==> config.mk <==
export PLATFORM = sky130hd
export DESIGN_NAME = keypad_scanner
export DESIGN_NICKNAME = d
export VERILOG_FILES = /design/src/rtl/keypad_pkg.sv /design/src/rtl/sync2.sv /design/src/rtl/keypad_scanner.sv
export SDC_FILE = /design/constraint.sdc
export NUM_CORES = 1
export LEC_CHECK = 0
export CAP_MARGIN = 20
export CORE_MARGIN = 2
export CORE_UTILIZATION = 55
export CTS_CLUSTER_DIAMETER = 150
export DETAILED_ROUTE_END_ITERATION = 10
export PLACE_DENSITY = 0.72
export SYNTH_ARGS = -nofsm -noshare
export SYNTH_HDL_FRONTEND = slang
export SYNTH_SLANG_ARGS = --single-unit
==> constraint.sdc <==
create_clock -name clk -period 18.1 [get_ports clk]
set_input_delay 5.43 -clock clk [delete_from_list [all_inputs] [get_ports clk]]
set_output_delay 5.43 -clock clk [all_outputs]
set_load 0.005 [all_outputs]
==> src/rtl/keypad_pkg.sv <==
// Shared types and helpers for the 4x4 matrix keypad scanner.
//   state_t     : debounce FSM states
//   frame_cls_t : classification of one complete scan frame
//   classify()  : reduces a 16-bit pressed map to NONE / SINGLE(key) / MULTI
package keypad_pkg;
  localparam int KEY_W = 4;
  localparam int ROWS  = 4;
  localparam int COLS  = 4;
  localparam int KEYS  = ROWS * COLS;

  typedef enum logic [1:0] {IDLE, DEBOUNCE, PRESSED, RELEASE} state_t;

  typedef enum logic [1:0] {FR_NONE, FR_SINGLE, FR_MULTI} frame_cls_t;

  typedef struct packed {
    frame_cls_t       cls;
    logic [KEY_W-1:0] key;   // only meaningful when cls == FR_SINGLE
  } frame_res_t;

  // Frame bit index doubles as the key code (row*COLS + col).
  function automatic frame_res_t classify(input logic [KEYS-1:0] f);
    frame_res_t  res;
    int unsigned n;
    res.cls = FR_NONE;
    res.key = '0;
    n       = 0;
    for (int i = 0; i < KEYS; i++) begin
      if (f[i]) begin
        n       = n + 1;
        res.key = KEY_W'(i);
      end
    end
    if (n == 1)     res.cls = FR_SINGLE;
    else if (n > 1) res.cls = FR_MULTI;
    return res;
  endfunction
endpackage

==> src/rtl/sync2.sv <==
// Two-flop synchroniser for asynchronous level inputs.
//   clk, reset_n : clock, async active-low reset (flops reset to all ones,
//                  matching idle pulled-up inputs)
//   d            : asynchronous input, WIDTH bits
//   q            : synchronised output, WIDTH bits
module sync2 #(
  parameter int WIDTH = 1
) (
  input  logic             clk,
  input  logic             reset_n,
  input  logic [WIDTH-1:0] d,
  output logic [WIDTH-1:0] q
);
  logic [WIDTH-1:0] meta;

  always_ff @(posedge clk or negedge reset_n) begin
    if (!reset_n) begin
      meta <= '1;
      q    <= '1;
    end else begin
      meta <= d;
      q    <= meta;
    end
  end
endmodule

==> src/rtl/keypad_scanner.sv <==
// 4x4 matrix keypad scanner with whole-frame debounce.
//   clk, reset_n : clock, async active-low reset
//   row_n        : keypad rows, active-low, asynchronous
//   col_n        : column drive, active-low, one bit low at a time
//   key_code     : last accepted key (row*4 + col)
//   key_valid    : one-cycle strobe on a newly accepted press
//   key_held     : high while the accepted key is considered pressed
module keypad_scanner
  import keypad_pkg::*;
#(
  parameter int SCAN_DIV       = 1000,
  parameter int DEBOUNCE_SCANS = 4
) (
  input  logic             clk,
  input  logic             reset_n,
  input  logic [ROWS-1:0]  row_n,
  output logic [COLS-1:0]  col_n,
  output logic [KEY_W-1:0] key_code,
  output logic             key_valid,
  output logic             key_held
);
  localparam int DW = $clog2(SCAN_DIV);
  localparam int CW = $clog2(DEBOUNCE_SCANS + 1);
  localparam logic [DW-1:0] DIV_LAST = DW'(SCAN_DIV - 1);
  localparam logic [CW-1:0] CNT_LAST = CW'(DEBOUNCE_SCANS);

  logic [ROWS-1:0]  row_s;
  logic [DW-1:0]    div;
  logic [1:0]       col;
  logic [KEYS-1:0]  frame, frame_now;
  logic [CW-1:0]    cnt, cnt_inc;
  logic [KEY_W-1:0] cand;
  state_t           state;
  frame_res_t       res;
  logic             sample, match_cand, match_code;

  sync2 #(.WIDTH(ROWS)) u_sync (
    .clk     (clk),
    .reset_n (reset_n),
    .d       (row_n),
    .q       (row_s)
  );

  assign sample  = (div == DIV_LAST);
  assign cnt_inc = cnt + 1'b1;

  // The stored frame holds columns 0..2; on column 3's sample cycle the
  // current row sample is merged in so the full frame is classified without
  // waiting an extra cycle.
  always_comb begin
    frame_now = frame;
    for (int r = 0; r < ROWS; r++) frame_now[r*COLS + int'(col)] = ~row_s[r];
    res = classify(frame_now);
  end

  assign match_cand = (res.cls == FR_SINGLE) && (res.key == cand);
  assign match_code = (res.cls == FR_SINGLE) && (res.key == key_code);

  always_ff @(posedge clk or negedge reset_n) begin
    if (!reset_n) begin
      div       <= '0;
      col       <= '0;
      col_n     <= 4'b1110;
      frame     <= '0;
      state     <= IDLE;
      cand      <= '0;
      cnt       <= '0;
      key_code  <= '0;
      key_valid <= 1'b0;
      key_held  <= 1'b0;
    end else begin
      key_valid <= 1'b0;
      if (!sample) begin
        div <= div + 1'b1;
      end else begin
        div   <= '0;
        col   <= col + 1'b1;
        col_n <= ~(COLS'(1) << (col + 2'd1));
        frame <= frame_now;
        if (col == 2'd3) begin
          case (state)
            IDLE: begin
              if (res.cls == FR_SINGLE) begin
                state <= DEBOUNCE;
                cand  <= res.key;
                cnt   <= CW'(1);
              end
            end
            DEBOUNCE: begin
              if (match_cand) begin
                if (cnt_inc == CNT_LAST) begin
                  state     <= PRESSED;
                  key_code  <= cand;
                  key_valid <= 1'b1;
                  key_held  <= 1'b1;
                end else begin
                  cnt <= cnt_inc;
                end
              end else if (res.cls == FR_SINGLE) begin
                cand <= res.key;
                cnt  <= CW'(1);
              end else begin
                state <= IDLE;
              end
            end
            PRESSED: begin
              if (!match_code) begin
                state <= RELEASE;
                cnt   <= CW'(1);
              end
            end
            RELEASE: begin
              // A returning key resumes PRESSED silently: no second strobe.
              if (match_code) begin
                state <= PRESSED;
              end else if (cnt_inc == CNT_LAST) begin
                state    <= IDLE;
                key_held <= 1'b0;
              end else begin
                cnt <= cnt_inc;
              end
            end
            default: state <= IDLE;
          endcase
        end
      end
    end
  end
endmodule

==> results of run 1 <==
==> state kept, by name (all words and copies together) (netlist names) <==
name	flops
col_n	4
frame	16
state	2
div	10
col	2
cnt	3
u_sync.meta	4
key_valid	1
key_held	1
cand	4
key_code	4
u_sync.q	4
==> cell usage after synthesis (6+ instances only) <==
cell type and count:
a21oi_1 25, a31oi_1 12, and2_1 7, buf_2 6
clkbuf_1 12, dfrtp_1 44, dfstp_2 11, ha_1 24
inv_1 26, mux2_2 7, mux2i_1 18, nand2_1 77
nand2b_1 11, nand3_1 12, nand4_1 11, nor2_1 52
nor2b_1 18, nor3_1 15, nor4_1 9, o211ai_1 7
o21ai_0 43, xnor2_1 43, xnor3_1 8, xor2_1 15
==> report_power, final <==
part	switching, uW	internal (uW)	leakage, uW
combinational	27.4	18.7	0.00162
sequential	1.02	125	0.000716
clock	45.3	29.2	0.0000515
==> path summary, 6_finish.rpt <==
check / slack (ns) / cells past startpoint / from / end
setup reg to reg: 5.98 / 52 / col[1]$_DFFE_PN0N_ / cand[2]$_DFFE_PN0P_
min in group asynchronous: 5.22 / 2 / reset_n / div[9]$_DFF_PN0_
setup / recovery: 5.98 / 52 / col[1]$_DFFE_PN0N_ / cand[2]$_DFFE_PN0P_
hold / removal: 0.36 / 0 / u_sync.meta[2]$_DFF_PN1_ / u_sync.q[2]$_DFF_PN1_
hold reg to reg: 0.36 / 0 / u_sync.meta[2]$_DFF_PN1_ / u_sync.q[2]$_DFF_PN1_
max in group asynchronous: 12.43 / 2 / reset_n / cand[0]$_DFFE_PN0P_
==> area by class of cell <==
cell class | instances | area share, %
Clock buffer | 5 | 1.19
Clock inverter | 3 | 0.584
Inverter | 28 | 1.84
Multi-Input combinational cell | 522 | 65.9
Sequential cell | 55 | 24.0
Tap cell | 133 | 2.87
Timing Repair Buffer | 23 | 3.61
==> layer usage <==
metal,vias to the layer above,global-route usage [%],share of wire [%]
li1,2270,-,-
met1,2196,32.5,45
met2,148,41.0,47
met5,-,0,0
met3,30,3.16,5.0
met4,0,8.60,2.6
==> logic make-up after synthesis <==
logic type / Yosys count / share of synthesized area [%]
AOI/OAI and AO/OA: 152 / 20.7
DFF: 55 / 25.7
muxes: 31 / 6.18
buffers and inverters: 49 / 3.77
xor gates and xnor gates: 72 / 15.2
adders and majority gates: 24 / 5.55
and+or+nand+nor: 243 / 22.9
==> worst reg2reg max path: cells and delay by family (launching register included) <==
family	cells	cell delay, ns
adder cells (fa/ha/maj)	13	4.21
multiplexers	4	1.18
AO/OA/AOI/OAI	15	3.04
flip-flops	1	0.42
AND/OR/NAND/NOR	17	2.45
buffers and inverters	3	0.71
==> metrics by stage <==
step	instances	cell area (sq um)	power, uW
final	769	5790	246
after global routing	769	5790	260
after CTS	766	5760	248
after detailed placement	758	5660	173
after global placement	758	5660	171
after floorplan	626	5410	163
==> results.sh, run 1 <==
export IMPL_wl_mm=12.1
export IMPL_cts_hold_buf=0
export IMPL_dr_pass1_iters=5
export IMPL_rsz0062_at_grt="false"
export IMPL_path_clk_slew_ns=0.11
export IMPL_power_density_mw_per_mm2=42.5
export IMPL_dr_total_vias=4644
export IMPL_cts_setup_buffers=0
export IMPL_grt_usage_pct=24.4
export IMPL_worst_path_max_delay_cell="mux2i_1"
export IMPL_yosysSeqAreaShare_pct=25.7
export IMPL_final_nets=665
export IMPL_die_h_um=103
export IMPL_cts_resized=0
export IMPL_path_buf_inv=3
export IMPL_fill_cells=866
export IMPL_fin_util_pct=60.1
export IMPL_die_x_um=103
export IMPL_setup_tns_ns=0
export IMPL_cts_tree="built"
export IMPL_core_region_area_sq_mm=0.00964
export IMPL_grt_pass1_vias=4545
export IMPL_insertion_delay_ns=0.32
export IMPL_holdWs_ns=0.360
export IMPL_drv_slew=0
export IMPL_drt_iter0_drc=407
export IMPL_clock_fmax_mhz=82.5
export IMPL_place_ws_ns=6.10
export IMPL_ios=16
export IMPL_multiInputGateArea_sq_mm=0.00381
export IMPL_cts_num_sinks=55
export IMPL_ys_flop_type="dfrtp_1"
export IMPL_rows=36
export IMPL_period_share_pct=67.0
export IMPL_path_common_cell="ha_1"
export IMPL_async_flop_share_pct=100
export IMPL_mostFrequentLayoutCell="nand2_1"
export IMPL_cts_path_max_buffers=2
export IMPL_final_setup_viol_count=0
export IMPL_io_buffers=15
export IMPL_cp_top_family="adder cells"
export IMPL_syn_area_sq_mm=0.00541
export IMPL_hold_violations=0
export IMPL_ys_types=90
export IMPL_vdd_drop_max_v=0.0000465
export IMPL_syn_to_final_growth_pct=7.03
export IMPL_regArea_sq_mm=0.00139
export IMPL_skew_ns=0.0161
export IMPL_status="complete, no violations"
export IMPL_synth_edf_count=0
export IMPL_max_slew_worst_pin_slew_ns=0.956
export IMPL_postSynthAreaPerCell_sq_um=8.64
export IMPL_cp_end_kind="flop"
export IMPL_syn_nets=656
export IMPL_crit_type="reg2reg"
export IMPL_max_stage_delay_ns=0.47
export IMPL_initial_utilization_pct=56.1
export IMPL_place_hpwl_mm=9.25
export IMPL_synth_area_leaders="dfrtp_1 20%, xnor2_1 7.0%, ha_1 5.6%"
export IMPL_ys_ff_latch=55
export IMPL_worst_ep_required_time_ns=18.31
export IMPL_avgViaCountPerCell=6.04
export IMPL_root_buffer="clkbuf_8"
export IMPL_yosysWarnings=0
export IMPL_fin_ws_ns=5.98
export IMPL_cts_buffers=5
export IMPL_hold_class="reg2reg"
export IMPL_antenna_found_initial=0
export IMPL_grt_start_max_net_pins=56
export IMPL_die_area_sq_mm=0.0106
export IMPL_antenna_cells=0
export IMPL_cp_arrival_ns=12.33
export IMPL_yosysTopAreaCellShare_pct=20.4
export IMPL_synth_cells=626
export IMPL_p_leak_uw=0.00239
export IMPL_synth_top_area_cell="dfrtp_1"
export IMPL_grt_first_pass_wirelength_mm=21.0
export IMPL_crit_fanout=16
export IMPL_gp_congestion=0.863
export IMPL_htreeDepth=2
export IMPL_drc=0
export IMPL_drive_gt1_share_pct=10.2
export IMPL_final_cell_mix="77 x nand2_1, 52 x nor2_1, 44 x dfrtp_1"
export IMPL_drtAntennaViolNets=0
export IMPL_drv_cap=0
export IMPL_slew_headroom_pct=36.2
export IMPL_min_period_ns=12.12
export IMPL_cp_start_kind="flop"
export IMPL_post_drt_wl_per_cell_um=15.8
export IMPL_grt_ovfl_total=0
(Power assumes the default switching activity.)
==> run 2, diff against run 1 <==
- clock period: 18.1 -> 11.8 ns (I/O delays scaled with it)
==> results.sh, run 2 (synthesized netlist as in run 1, its figures left out) <==
export IMPL_fin_area_sq_mm=0.00591
export IMPL_final_cells=771
export IMPL_io_buffers=15
export IMPL_die_x_um=103
export IMPL_grt_first_pass_wirelength_mm=20.6
export IMPL_post_dp_cell_area_sq_mm=0.00568
export IMPL_dr_pass1_iters=5
export IMPL_p_seq_share_pct=46.3
export IMPL_cts_path_max_buffers=2
export IMPL_final_setup_viol_count=0
export IMPL_final_nets=667
export IMPL_place_hpwl_mm=9.13
export IMPL_hold_class="reg2reg"
export IMPL_antenna_cells=0
export IMPL_cts_tree="built"
export IMPL_drv_cap=0
export IMPL_cp_end_kind="flop"
export IMPL_crit_fanout=7
export IMPL_min_period_ns=11.11
export IMPL_status="complete, no violations"
export IMPL_path_common_cell="ha_1"
export IMPL_cts_num_sinks=55
export IMPL_drc=0
export IMPL_drtAntennaViolNets=0
export IMPL_grt_pass1_vias=4295
export IMPL_gp_congestion=0.870
export IMPL_mostFrequentLayoutCell="nand2_1"
export IMPL_p_leak_uw=0.00241
export IMPL_cts_buffers=5
export IMPL_htreeDepth=2
export IMPL_grt_ovfl_total=0
export IMPL_worst_ep_required_time_ns=11.99
export IMPL_path_buf_inv=3
export IMPL_p_int_uw=307
export IMPL_largest_register="frame"
export IMPL_max_stage_delay_ns=0.51
export IMPL_reg_largest_list="frame (16), div (10)"
export IMPL_ios=16
export IMPL_path_clk_slew_ns=0.10
export IMPL_p_comb_share_pct=17.5
export IMPL_vdd_drop_max_v=0.000119
export IMPL_core_region_area_sq_mm=0.00964
export IMPL_rows=36
export IMPL_wl_mm=12.2
export IMPL_p_sw_share_pct=26.2
export IMPL_antenna_found_initial=0
export IMPL_hold_violations=0
export IMPL_power_density_mw_per_mm2=70.4
export IMPL_cp_arrival_ns=11.30
export IMPL_period_share_pct=94.2
export IMPL_drt_iter0_drc=362
export IMPL_grt_start_max_net_pins=56
export IMPL_crit_type="reg2reg"
export IMPL_fin_ws_ns=0.688
export IMPL_cp_top_family="adder cells"
export IMPL_grt_usage_pct=24.0
export IMPL_die_area_sq_mm=0.0106
export IMPL_die_h_um=103
export IMPL_insertion_delay_ns=0.32
export IMPL_drv_slew=0
export IMPL_largest_register_ff_count=16
export IMPL_avgViaCountPerCell=5.99
export IMPL_final_cell_mix="77 x nand2_1, 51 x nor2_1, 44 x dfrtp_1"
export IMPL_initial_utilization_pct=56.1
export IMPL_netSwitchingPower_uw=109
export IMPL_holdWs_ns=0.348
export IMPL_syn_to_final_growth_pct=9.30
export IMPL_clock_fmax_mhz=90.0
export IMPL_dr_total_vias=4622
export IMPL_slew_headroom_pct=31.0
export IMPL_root_buffer="clkbuf_8"
export IMPL_drive_gt1_share_pct=12.7
export IMPL_place_ws_ns=0.196
export IMPL_dp_cells=760
export IMPL_setup_tns_ns=0
export IMPL_cp_start_kind="flop"
export IMPL_power_share_clock_pct=36.2
export IMPL_worst_path_max_delay_cell="a311oi_1"
export IMPL_post_drt_wl_per_cell_um=15.9
export IMPL_max_slew_worst_pin_slew_ns=1.01
export IMPL_skew_ns=0.0170
run 2: metal layers:
metal	GRT usage [%]	up-vias	share of wire, %
met1	33.8	2210	47
met3	2.28	21	3.7
met5	0	-	0
met2	40.8	116	48
li1	-	2275	-
met4	4.66	0	1.4
run 2: timing repair:
action                                  in CTS  in global routing
resized for setup                            0                 16
buffers inserted                             0                  1
endpoints found under the setup margin       0                 15
hold buffers                                 0                  0
run 2: worst register-to-register path, delay by kind of cell, from the launching register on:
kind / cells / cell delay, ns
flip-flops: 1 / 0.41
multiplexers: 5 / 1.46
AO/OA/AOI/OAI: 15 / 2.96
AND/OR/NAND/NOR: 14 / 1.76
adder cells (fa/ha/maj): 11 / 3.27
XOR/XNOR: 2 / 0.73
buffers and inverters: 3 / 0.38
run 2: area by class of cell:
| class | instances | area, sq um |
|---|---|---|
| clock buffers | 5 | 68.8 |
| fillers | 846 | 3730 |
| flip-flops and latches | 55 | 1390 |
| well taps | 133 | 166 |
| repair buffers | 25 | 228 |
| inverters | 28 | 110 |
| clock inverters | 3 | 71.3 |
| multi-input cells | 522 | 3880 |
run 2: path summary, 6_finish.rpt:
check / startpoint / end / slack (ns) / depth (start not counted)
min reg2reg: u_sync.meta[3]$_DFF_PN1_ / u_sync.q[3]$_DFF_PN1_ / 0.35 / 0
min in group asynchronous: reset_n / div[7]$_DFF_PN0_ / 3.33 / 2
min: u_sync.meta[3]$_DFF_PN1_ / u_sync.q[3]$_DFF_PN1_ / 0.35 / 0
max reg2reg: col[1]$_DFFE_PN0N_ / key_code[0]$_DFFE_PN0P_ / 0.69 / 50
max in group asynchronous: reset_n / cnt[1]$_DFFE_PN0P_ / 8.00 / 2
max: col[1]$_DFFE_PN0N_ / key_code[0]$_DFFE_PN0P_ / 0.69 / 50
run 2: power groups by stage:
stage | logic (uW) | registers, uW | clock network [uW]
global placement | 66.9 | 196 | 0
floorplan | 54.0 | 195 | 0
global route | 81.6 | 193 | 160
finish | 73.0 | 193 | 150
CTS | 70.0 | 193 | 154
detailed placement | 69.6 | 196 | 0
run 2: metrics by stage:
stage,utilization (%),total power (uW)
2_1_floorplan,-,249
3_3_place_gp,58.9,263
3_5_place_dp,58.9,266
4_1_cts,60.3,417
5_1_grt,61.3,435
6_report,61.3,416
==> run 3, diff against run 2 <==
- ABC_AREA: default -> 0
- PLACE_DENSITY: 0.72 -> default
- PLACE_DENSITY_LB_ADDON: default -> 0.12
- RECOVER_POWER: default -> 25
==> results.sh, run 3 (synthesized netlist as in run 1, its figures left out) <==
export IMPL_clock_fmax_mhz=90.8
export IMPL_r2r_end="key_code[1]$_DFFE_PN0P_"
export IMPL_final_cell_mix="77 x nand2_1, 51 x nor2_1, 44 x dfrtp_1"
export IMPL_cts_num_sinks=55
export IMPL_cts_path_max_buffers=2
export IMPL_holdWs_ns=0.360
export IMPL_worst_path_max_delay_cell="xor3_1"
export IMPL_initial_utilization_pct=56.1
export IMPL_drv_cap=0
export IMPL_worst_ep_required_time_ns=11.99
export IMPL_drc=0
export IMPL_max_stage_delay_ns=0.48
export IMPL_cts_buffers=5
export IMPL_cts_tree="built"
export IMPL_largest_register="frame"
export IMPL_mostFrequentLayoutCell="nand2_1"
export IMPL_startpoint="col[1]$_DFFE_PN0N_"
export IMPL_crit_fanout=7
export IMPL_min_period_ns=11.02
export IMPL_crit_type="reg2reg"
export IMPL_gp_congestion=0.865
export IMPL_drive_gt1_share_pct=12.2
export IMPL_skew_ns=0.0185
export IMPL_cp_end_kind="flop"
export IMPL_die_area_sq_mm=0.0106
export IMPL_wl_mm=12.2
export IMPL_slew_headroom_pct=24.2
export IMPL_grt_ovfl_total=0
export IMPL_path_clk_slew_ns=0.09
export IMPL_post_drt_wl_per_cell_um=15.7
export IMPL_dr_total_vias=4584
export IMPL_avgViaCountPerCell=5.94
export IMPL_hold_class="reg2reg"
export IMPL_dr_pass1_iters=5
export IMPL_die_h_um=103
export IMPL_period_share_pct=93.4
export IMPL_drv_slew=0
export IMPL_p_leak_uw=0.00238
export IMPL_status="complete, no violations"
export IMPL_insertion_delay_ns=0.32
export IMPL_grt_start_max_net_pins=56
export IMPL_r2r_start="col[1]$_DFFE_PN0N_"
export IMPL_path_common_cell="ha_1"
export IMPL_grt_usage_pct=24.3
export IMPL_grt_first_pass_wirelength_mm=20.8
export IMPL_core_region_area_sq_mm=0.00964
export IMPL_cp_start_kind="flop"
export IMPL_place_hpwl_mm=9.31
export IMPL_power_density_mw_per_mm2=63.2
export IMPL_antenna_cells=0
export IMPL_io_buffers=15
export IMPL_drtAntennaViolNets=0
export IMPL_antenna_found_initial=0
export IMPL_fin_util_pct=60.8
export IMPL_vdd_drop_max_v=0.0000875
export IMPL_cp_arrival_ns=11.21
export IMPL_rr_worst_depth=50
export IMPL_syn_to_final_growth_pct=8.30
export IMPL_ios=16
export IMPL_grt_pass1_vias=4458
export IMPL_max_slew_worst_pin_slew_ns=1.14
export IMPL_rows=36
export IMPL_largest_register_ff_count=16
export IMPL_htreeDepth=2
export IMPL_crit_end="key_code[1]$_DFFE_PN0P_"
export IMPL_reg_largest_list="frame (16), div (10)"
export IMPL_final_nets=668
export IMPL_root_buffer="clkbuf_8"
export IMPL_hold_violations=0
export IMPL_drt_iter0_drc=356
export IMPL_final_setup_viol_count=0
export IMPL_die_x_um=103
export IMPL_reg2reg_slack_ns=0.78
[run 3: changes by cell type in the layout (fill, tap and decap cells not counted), sizes merged]
cell	previous run	this run
clkinvlp	1	2
bufinv	2	0
clkbuf	5	7
[run 3: final cells by class]
cell class,count,area [sq um]
Clock buffer,6,72.6
Sequential cell,55,1390
Fill cell,859,3780
Clock inverter,2,16.3
Tap cell,133,166
Inverter,28,110
Timing Repair Buffer,26,224
Multi-Input combinational cell,522,3880
[run 3: how the worst min path moves through the flow]
| stage | from | end | cells after the start |
|---|---|---|---|
| final | u_sync.meta[2]$_DFF_PN1_ | u_sync.q[2]$_DFF_PN1_ | 0 |
| after global routing | u_sync.meta[2]$_DFF_PN1_ | u_sync.q[2]$_DFF_PN1_ | 0 |
| after CTS | u_sync.meta[2]$_DFF_PN1_ | u_sync.q[2]$_DFF_PN1_ | 0 |
| after detailed placement | u_sync.meta[0]$_DFF_PN1_ | u_sync.q[0]$_DFF_PN1_ | 0 |
| after global placement | u_sync.meta[2]$_DFF_PN1_ | u_sync.q[2]$_DFF_PN1_ | 0 |
| after floorplan | u_sync.meta[0]$_DFF_PN1_ | u_sync.q[0]$_DFF_PN1_ | 0 |
[run 3: what timing repair did]
item	4_1_cts	5_1_grt
hold buffers	0	0
resized for setup	0	15
hold endpoints to repair	0	0
setup buffers	0	2
setup endpoints to repair	0	15
[run 3: critical path, delay by kind of cell, from the launching register on]
kind	cells	cell delay, ns
AO/OA/AOI/OAI	15	2.91
XOR/XNOR	2	0.73
adder cells (fa/ha/maj)	11	3.22
buffers and inverters	3	0.43
flip-flops	1	0.41
multiplexers	5	1.43
AND/OR/NAND/NOR	14	1.75
[run 3: metrics by stage]
| step | std cells | total power [uW] | setup slack [ns] | setup TNS, ns | cell area (sq um) |
|---|---|---|---|---|---|
| finish | 772 | 370 | 0.784 | 0 | 5860 |
| global route | 772 | 390 | -0.0900 | -0.542 | 5860 |
| CTS | 768 | 372 | 0.0376 | 0 | 5760 |
| detailed placement | 760 | 266 | 0.0832 | 0 | 5680 |
| global placement | 760 | 263 | 0.719 | 0 | 5680 |
| floorplan | 626 | 249 | 1.03 | 0 | 5410 |
[run 3: layer usage]
metal	up-vias	global-route usage (%)	routed length, um
met5	-	0	0
met4	0	6.17	191
met3	23	2.62	379
met2	101	41.4	5860
met1	2187	33.3	5720
li1	2273	-	-
[run 3: power by group]
group	switching, uW	leakage [uW]	internal [uW]	total, uW
clock network	62.2	0.0000418	42.8	105
registers	1.65	0.000716	191	193
logic	42.7	0.00162	29.8	72.5
total	106	0.00238	264	370
